`config.mk`:
```
export PLATFORM = sky130hd
export DESIGN_NAME = cache_victim_select
export DESIGN_NICKNAME = d
export VERILOG_FILES = /design/src/rtl/cache_victim_select_pkg.sv /design/src/rtl/cache_victim_select_plru8_logic.sv /design/src/rtl/cache_victim_select.sv
export SDC_FILE = /design/constraint.sdc
export NUM_CORES = 1
export LEC_CHECK = 0
export CORE_MARGIN = 2
export CORE_UTILIZATION = 49
export DETAILED_ROUTE_END_ITERATION = 7
export GPL_TIMING_DRIVEN = 1
export PLACE_DENSITY_LB_ADDON = 0.15
export SYNTH_ARGS = -nofsm -noshare
export SYNTH_HDL_FRONTEND = slang
export SYNTH_HIERARCHICAL = 1
export SYNTH_SLANG_ARGS = --single-unit
```
`constraint.sdc`:
```
create_clock -name clk -period 3.7 [get_ports clk]
set_clock_uncertainty 0.05 [all_clocks]
set_input_delay 0.37 -clock clk [delete_from_list [all_inputs] [get_ports clk]]
set_output_delay 0.37 -clock clk [all_outputs]
set_load 0.02 [all_outputs]
```
`src/rtl/cache_victim_select_pkg.sv`:
```
// Shared cache geometry and PLRU tree node indexing for the 8-way victim selector.
package cache_victim_select_pkg;
  localparam int WAYS   = 8;
  localparam int WAY_W  = 3;
  localparam int SETS   = 16;
  localparam int SET_W  = 4;
  localparam int PLRU_W = 7;

  // Heap-ordered tree: level-1 node under the root for the chosen half
  function automatic logic [2:0] plru_node_l1(input logic w2);
    return 3'd1 + {2'b00, w2};
  endfunction

  // Leaf-level node selected by the two upper way bits
  function automatic logic [2:0] plru_node_l2(input logic [1:0] w21);
    return 3'd3 + {1'b0, w21};
  endfunction
endpackage

```
`src/rtl/cache_victim_select_plru8_logic.sv`:
```
// Combinational 8-way tree-PLRU: victim pick (invalid ways first) and touch update.
module plru8_logic
  import cache_victim_select_pkg::*;
(
  input  logic [PLRU_W-1:0] plru,
  input  logic [WAYS-1:0]   valid,
  input  logic [WAY_W-1:0]  touch_way,
  output logic [WAY_W-1:0]  victim_way,
  output logic [PLRU_W-1:0] plru_next
);

  logic w2, w1, w0;

  always_comb begin
    w2 = plru[0];
    w1 = plru[plru_node_l1(w2)];
    w0 = plru[plru_node_l2({w2, w1})];
    victim_way = {w2, w1, w0};
    if (valid != '1) begin
      // Descending scan so the lowest invalid index wins
      victim_way = '0;
      for (int i = WAYS - 1; i >= 0; i--) begin
        if (!valid[i]) victim_way = WAY_W'(i);
      end
    end
  end

  always_comb begin
    plru_next = plru;
    plru_next[0] = ~touch_way[2];
    plru_next[plru_node_l1(touch_way[2])] = ~touch_way[1];
    plru_next[plru_node_l2(touch_way[2:1])] = ~touch_way[0];
  end

endmodule

```
`src/rtl/cache_victim_select.sv`:
```
// Per-set replacement-way picker: holds PLRU/valid state per set and a one-entry victim buffer.
module cache_victim_select
  import cache_victim_select_pkg::*;
(
  input  logic             clk,
  input  logic             rst_n,
  input  logic             lookup_valid,
  input  logic [SET_W-1:0] lookup_set,
  output logic             lookup_ready,
  output logic             victim_valid,
  output logic [SET_W-1:0] victim_set,
  output logic [WAY_W-1:0] victim_way,
  input  logic             victim_ready,
  input  logic             touch_valid,
  input  logic [SET_W-1:0] touch_set,
  input  logic [WAY_W-1:0] touch_way,
  input  logic             inval_valid,
  input  logic [SET_W-1:0] inval_set,
  input  logic [WAY_W-1:0] inval_way
);

  logic [PLRU_W-1:0] plru_q  [SETS];
  logic [WAYS-1:0]   valid_q [SETS];

  logic [WAY_W-1:0]  pick_way;
  logic [PLRU_W-1:0] pick_plru_unused;
  logic [WAY_W-1:0]  touch_victim_unused;
  logic [PLRU_W-1:0] touch_plru_next;
  logic              accept;

  assign lookup_ready = !victim_valid || victim_ready;
  assign accept       = lookup_valid && lookup_ready;

  plru8_logic u_pick (
    .plru       (plru_q[lookup_set]),
    .valid      (valid_q[lookup_set]),
    .touch_way  (touch_way),
    .victim_way (pick_way),
    .plru_next  (pick_plru_unused)
  );

  plru8_logic u_touch (
    .plru       (plru_q[touch_set]),
    .valid      (valid_q[touch_set]),
    .touch_way  (touch_way),
    .victim_way (touch_victim_unused),
    .plru_next  (touch_plru_next)
  );

  // Output buffer stage: one pending victim, held until the consumer takes it
  always_ff @(posedge clk or negedge rst_n) begin
    if (!rst_n) begin
      victim_valid <= 1'b0;
      victim_set   <= '0;
      victim_way   <= '0;
    end else if (accept) begin
      victim_valid <= 1'b1;
      victim_set   <= lookup_set;
      victim_way   <= pick_way;
    end else if (victim_ready) begin
      victim_valid <= 1'b0;
    end
  end

  // Inval is written after touch so a same-way collision leaves the way invalid
  always_ff @(posedge clk or negedge rst_n) begin
    if (!rst_n) begin
      for (int s = 0; s < SETS; s++) begin
        plru_q[s]  <= '0;
        valid_q[s] <= '0;
      end
    end else begin
      if (touch_valid) begin
        plru_q[touch_set]             <= touch_plru_next;
        valid_q[touch_set][touch_way] <= 1'b1;
      end
      if (inval_valid) begin
        valid_q[inval_set][inval_way] <= 1'b0;
      end
    end
  end

endmodule

```
==> summary.md, run 1 <==
| Metric | Value |
|---|---|
| Period utilisation layout | `0.854` |
| P_leak | `6.13 nW` |
| Crit-path slowest cell | `mux4_2` |
| Clock Tree Root | `clkbuf_16` |
| Maxcap violations | `0` |
| Starting density of the core | `0.500` |
| Rows | `58` |
| F_max | `317 MHz` |
| Starting DRC count in detailed routing | `972` |
| Syn Inst Count | `1001` |
| H-tree Lvls | `1` |
| Worst-path cell chain | `mux4_2 > a22oi_1 > nand2_1 > nor2b_2 > a21oi_2 > ha_1 > nand2b_1 > a21oi_2 > a311o_1 > a32o_1 > mux2_2` |
| Netlist area before placement | `12600 sq um` |
| Total Routed Length | `34800 um` |
| Most common cell after layout, fill and taps aside | `dfrtp_1` |
| GR Util All Layers | `0.266` |
| Register Area | `6210 sq um` |
| Port bufs | `32` |
| DRC | `0` |
| Outcome | `completed` |
| Die ar. | `27000 sq um` |
| Final hold vios | `0` |
| Area occupied by multi-input gates | `5850 sq um` |
| Worst-skew pair later-pin latency | `540 ps` |
| CP max stage delay | `460 ps` |
| Required time of the worst setup path | `4070 ps` |
| Slew Limit Fails | `0` |
| Crit end category | `flop` |
| Fillers | `2037` |
| RSZ-0062 raised after global routing | `false` |
| Share of cells above drive strength 1 | `0.315` |
| Clk slew on worst S/H paths | `60 ps` |
| CP Data Arrival Time | `3530 ps` |
| Vias | `9036` |
| Die Wd | `164 um` |
| Flop2flop setup slack | `540 ps` |
| First-pass GRT wire length | `54500 um` |
| Reg2Reg Capture Point | `victim_way[0]` |
| CORE AREA | `25200 sq um` |
| CTS tree | `done` |
| Setup_tns | `0 ps` |
| Die Y | `164 um` |
| Number of global-route vias before repair | `8879` |
| Final Critical Period | `3160 ps` |
| Clk sinks | `248` |
| Cts repair resizes | `0` |
| Initial antenna violation count | `1` |
| CP most frequent cell | `a21oi_2` |
| Post-DRT Antenna Nets | `0` |
| Vias/cell | `6.62` |
| Postcts setup bufs | `0` |
| Pwr/cell area | `573 nW/um^2` |
| Yosys warning count | `6` |
| Gpl congestion | `0.854` |
| Net count after synthesis | `1030` |
| Fin util | `0.562` |
| Syn avg cell area | `12.6 sq um` |
| Final setup vio count | `0` |
| GRT Residual Overflow | `0` |
| Slew Limit Headroom | `0.189` |
| Syn-to-layout area delta | `12.4%` |
| Worst IR Drop VDD | `351 uV` |
| I/O pin total | `33` |
| Most frequent cells in the layout | `248 x dfrtp_1, 131 x a31oi_1, 130 x a21oi_1` |
| Clk buf depth | `3` |
| HP Class | `in -> async` |
| Worst-margin pin slew | `1220 ps` |
| Worst-path fanout max | `5` |
| Final layout net count | `1044` |
| Hpwl dp | `22800 um` |
| TritonCTS Buffers | `27` |
| Worst Setup SP | `plru_q[35]` |
| Largest net degree at the start of global routing | `94` |
| R2r startpoint | `plru_q[35]` |
| WS Path Type | `reg -> reg` |
| DR pass1 iterations | `7` |
| Worst setup SP type | `flop` |
| DR WL/cell | `25.5 um` |
| Reg2Reg Depth | `11` |
## cell type report
| cell class | count | share of cell area |
|---|---|---|
| inverters | 6 | 0.00159 |
| multi-input cells | 646 | 0.413 |
| clock inverters | 13 | 0.0108 |
| clock buffers | 34 | 0.0525 |
| well taps | 330 | 0.0292 |
| diodes | 1 | 0.000177 |
| flip-flops and latches | 248 | 0.439 |
| repair buffers | 86 | 0.0536 |
## routing by layer
| layer | vias to the layer above | routed length, um | global-route usage |
|---|---|---|---|
| li1 | 3891 | - | - |
| met1 | 4710 | 15300 | 0.404 |
| met2 | 396 | 16000 | 0.401 |
| met3 | 39 | 2870 | 0.0528 |
| met4 | 0 | 513 | 0.0526 |
| met5 | - | 0 | 0 |
## sequential cells by signal, indices dropped and copies added, names as in the netlist
signal	cells
victim_way	3
plru_q	112
victim_set	4
valid_q	128
victim_valid	1
## report_power, final
group / internal [mW] / switching (mW) / leakage, nW
Combinational: 0.917 / 0.809 / 2.46
Sequential: 3.26 / 0.366 / 3.23
Clock: 1.62 / 1.12 / 0.440
## worst max-delay path, delay by kind of cell, from the launching register on
kind / cells / cell delay [ps]
mux: 2 / 710
flops: 1 / 380
compound gates: 5 / 990
simple gates: 3 / 530
fa+ha+maj: 1 / 380
## through the flow
stage          worst slack (ps)  hold WS [ps]  instances  instance area [sq um]  power [mW]
4_1_cts                     604           350       1363                  14100        8.11
3_5_place_dp                134           306       1315                  13200        5.36
5_1_grt                     405           362       1364                  14100        8.44
6_report                    542           324       1364                  14100        8.10
2_1_floorplan               488          24.4       1001                  12600        4.80
3_3_place_gp                235           303       1315                  13200        5.31
## how the worst max path moves through the flow
stage	slack (ps)	cells past startpoint	end
after floorplan	490	13	victim_way[0]
after global placement	240	12	victim_way[0]
after detailed placement	130	12	victim_way[0]
after CTS	600	11	victim_way[0]
after global routing	410	11	victim_way[0]
final	540	11	victim_way[0]
## repair_timing
item,4_1_cts,5_1_grt
endpoints found under the hold margin,66,0
endpoints found under the setup margin,0,0
hold buffers,1,0
Power figures use the tool's default switching activity.
==> inputs of run 2 (changes only) <==
--- a/config.mk
+++ b/config.mk
@@ -10,6 +10,7 @@
 export DETAILED_ROUTE_END_ITERATION = 7
 export GPL_TIMING_DRIVEN = 1
 export PLACE_DENSITY_LB_ADDON = 0.15
+export SLEW_MARGIN = 20
 export SYNTH_ARGS = -nofsm -noshare
 export SYNTH_HDL_FRONTEND = slang
 export SYNTH_HIERARCHICAL = 1
==> run 2 against run 1 <==
  * Design area is 0.81% higher
  * Hold slack got worse by 16 ps
  * Count of clock-buffer cells in the layout is 1 higher
  * Critical path type unchanged
  * Sequential share of layout area is 0.35 points lower
==> summary.md, run 2 (synthesis gave the netlist of run 1 again) <==
| Metric | Value |
|---|---|
| Outcome | `completed` |
| Slew Limit Fails | `0` |
| Cts repair resizes | `0` |
| Clock Tree Root | `clkbuf_16` |
| Share of cells above drive strength 1 | `0.319` |
| Area occupied by multi-input gates | `5850 sq um` |
| Final hold vios | `0` |
| Maxcap violations | `0` |
| Rows | `58` |
| Worst-margin pin slew | `1140 ps` |
| Worst-skew pair later-pin latency | `540 ps` |
| Crit end category | `flop` |
| DR WL/cell | `25.3 um` |
| Port bufs | `32` |
| DRC | `0` |
| Clk buf depth | `3` |
| Die ar. | `27000 sq um` |
| Reg2Reg Capture Point | `victim_way[0]` |
| Final setup vio count | `0` |
| Place WS | `150 ps` |
| Hpwl dp | `22700 um` |
| Pwr/cell area | `586 nW/um^2` |
| CP Data Arrival Time | `3570 ps` |
| Largest registers | `valid_q: 128 flops, plru_q: 112 flops, victim_set: 4 flops` |
| CORE AREA | `25200 sq um` |
| CTS tree | `done` |
| Hold Worst Slack | `308 ps` |
| Busiest grt layer | `met1` |
| F_max | `313 MHz` |
| Starting DRC count in detailed routing | `963` |
| GR Util All Layers | `0.266` |
| Die Y | `164 um` |
| Fin util | `0.566` |
| Most common cell after layout, fill and taps aside | `dfrtp_1` |
| First-pass GRT wire length | `54700 um` |
| DR pass1 iterations | `5` |
| Setup ws final | `509 ps` |
| Period utilisation layout | `0.862` |
| Grt met1 use | `0.404` |
| Vias | `9097` |
| Largest net degree at the start of global routing | `94` |
| Final Critical Period | `3190 ps` |
| Slew Limit Headroom | `0.240` |
| Worst-path fanout max | `5` |
| Design Area, Final | `14300 sq um` |
| Placed inst area | `13200 sq um` |
| Required time of the worst setup path | `4080 ps` |
| HP Class | `in -> async` |
| Register Area | `6210 sq um` |
| CTS Hold Bufs | `1` |
| WS Path Type | `reg -> reg` |
| Met3 usage | `0.0465` |
| RSZ-0062 raised after global routing | `false` |
| P_leak | `6.18 nW` |
| Reg2Reg Depth | `11` |
| Total Routed Length | `34600 um` |
| Syn-to-layout area delta | `13.4%` |
| Setup_tns | `0 ps` |
| Post-DRT Antenna Nets | `0` |
| GRT Residual Overflow | `0` |
| Postcts setup bufs | `0` |
| Fillers | `2034` |
| Final layout net count | `1045` |
| Die Wd | `164 um` |
| Clk sinks | `248` |
| Placed Cells incl. Taps | `1315` |
| Flop2flop setup slack | `510 ps` |
| R2r startpoint | `plru_q[21]` |
| Clk slew on worst S/H paths | `60 ps` |
| Max reg flops | `128` |
| Gpl congestion | `0.854` |
| Starting density of the core | `0.500` |
| I/O pin total | `33` |
| Vias/cell | `6.65` |
| Worst setup SP type | `flop` |
| TritonCTS Buffers | `28` |
| Met2 Usage GRT | `0.398` |
| Post-route insts no fill | `1367` |
| Most frequent cells in the layout | `248 x dfrtp_1, 131 x a31oi_1, 129 x a21oi_1` |
| Worst IR Drop VDD | `394 uV` |
| Biggest register | `valid_q` |
| Tot Pwr | `8.36 mW` |
| H-tree Lvls | `1` |
| Number of global-route vias before repair | `9027` |
| Initial antenna violation count | `1` |
run 2: cell types whose count changed in the layout (fill, tap and decap cells not counted), sizes merged:
cell	delta
clkinv	-3
bufinv	+2
inv	+1
clkbuf	+1
clkinvlp	+2
run 2: metal layers:
metal	vias to the layer above	wire, um
met5	-	0
met4	0	721
met3	56	2760
met2	382	15700
met1	4769	15400
li1	3890	-
run 2: layout make-up:
| type | instances | area share |
|---|---|---|
| Antenna cell | 1 | 0.000175 |
| Tap cell | 330 | 0.0290 |
| Clock buffer | 35 | 0.0553 |
| Multi-Input combinational cell | 646 | 0.410 |
| Sequential cell | 248 | 0.435 |
| Timing Repair Buffer | 86 | 0.0532 |
| Clock inverter | 15 | 0.0153 |
| Inverter | 6 | 0.00158 |
run 2: power by group:
group / internal, mW / switching, mW
Combinational: 0.918 / 0.802
Clock: 1.86 / 1.16
Sequential: 3.26 / 0.362
run 2: how the worst max path moves through the flow:
stage / from / to / slack (ps) / cells after the start
CTS: plru_q[29] / victim_way[0] / 610 / 11
floorplan: lookup_set[0] / victim_way[0] / 490 / 13
global placement: lookup_set[3] / victim_way[0] / 240 / 12
detailed placement: lookup_set[3] / victim_way[0] / 150 / 12
global route: plru_q[35] / victim_way[0] / 390 / 11
finish: plru_q[21] / victim_way[0] / 510 / 11
run 2: critical path: stages, from the launching register on:
cell	delay, ps
dfrtp_1	400
mux4_2	480
a22oi_1	310
nand2_1	200
nor2b_2	180
a21oi_2	80
ha_1	380
nand2b_1	140
a21oi_2	50
a311o_1	330
a32o_1	220
mux2_2	250
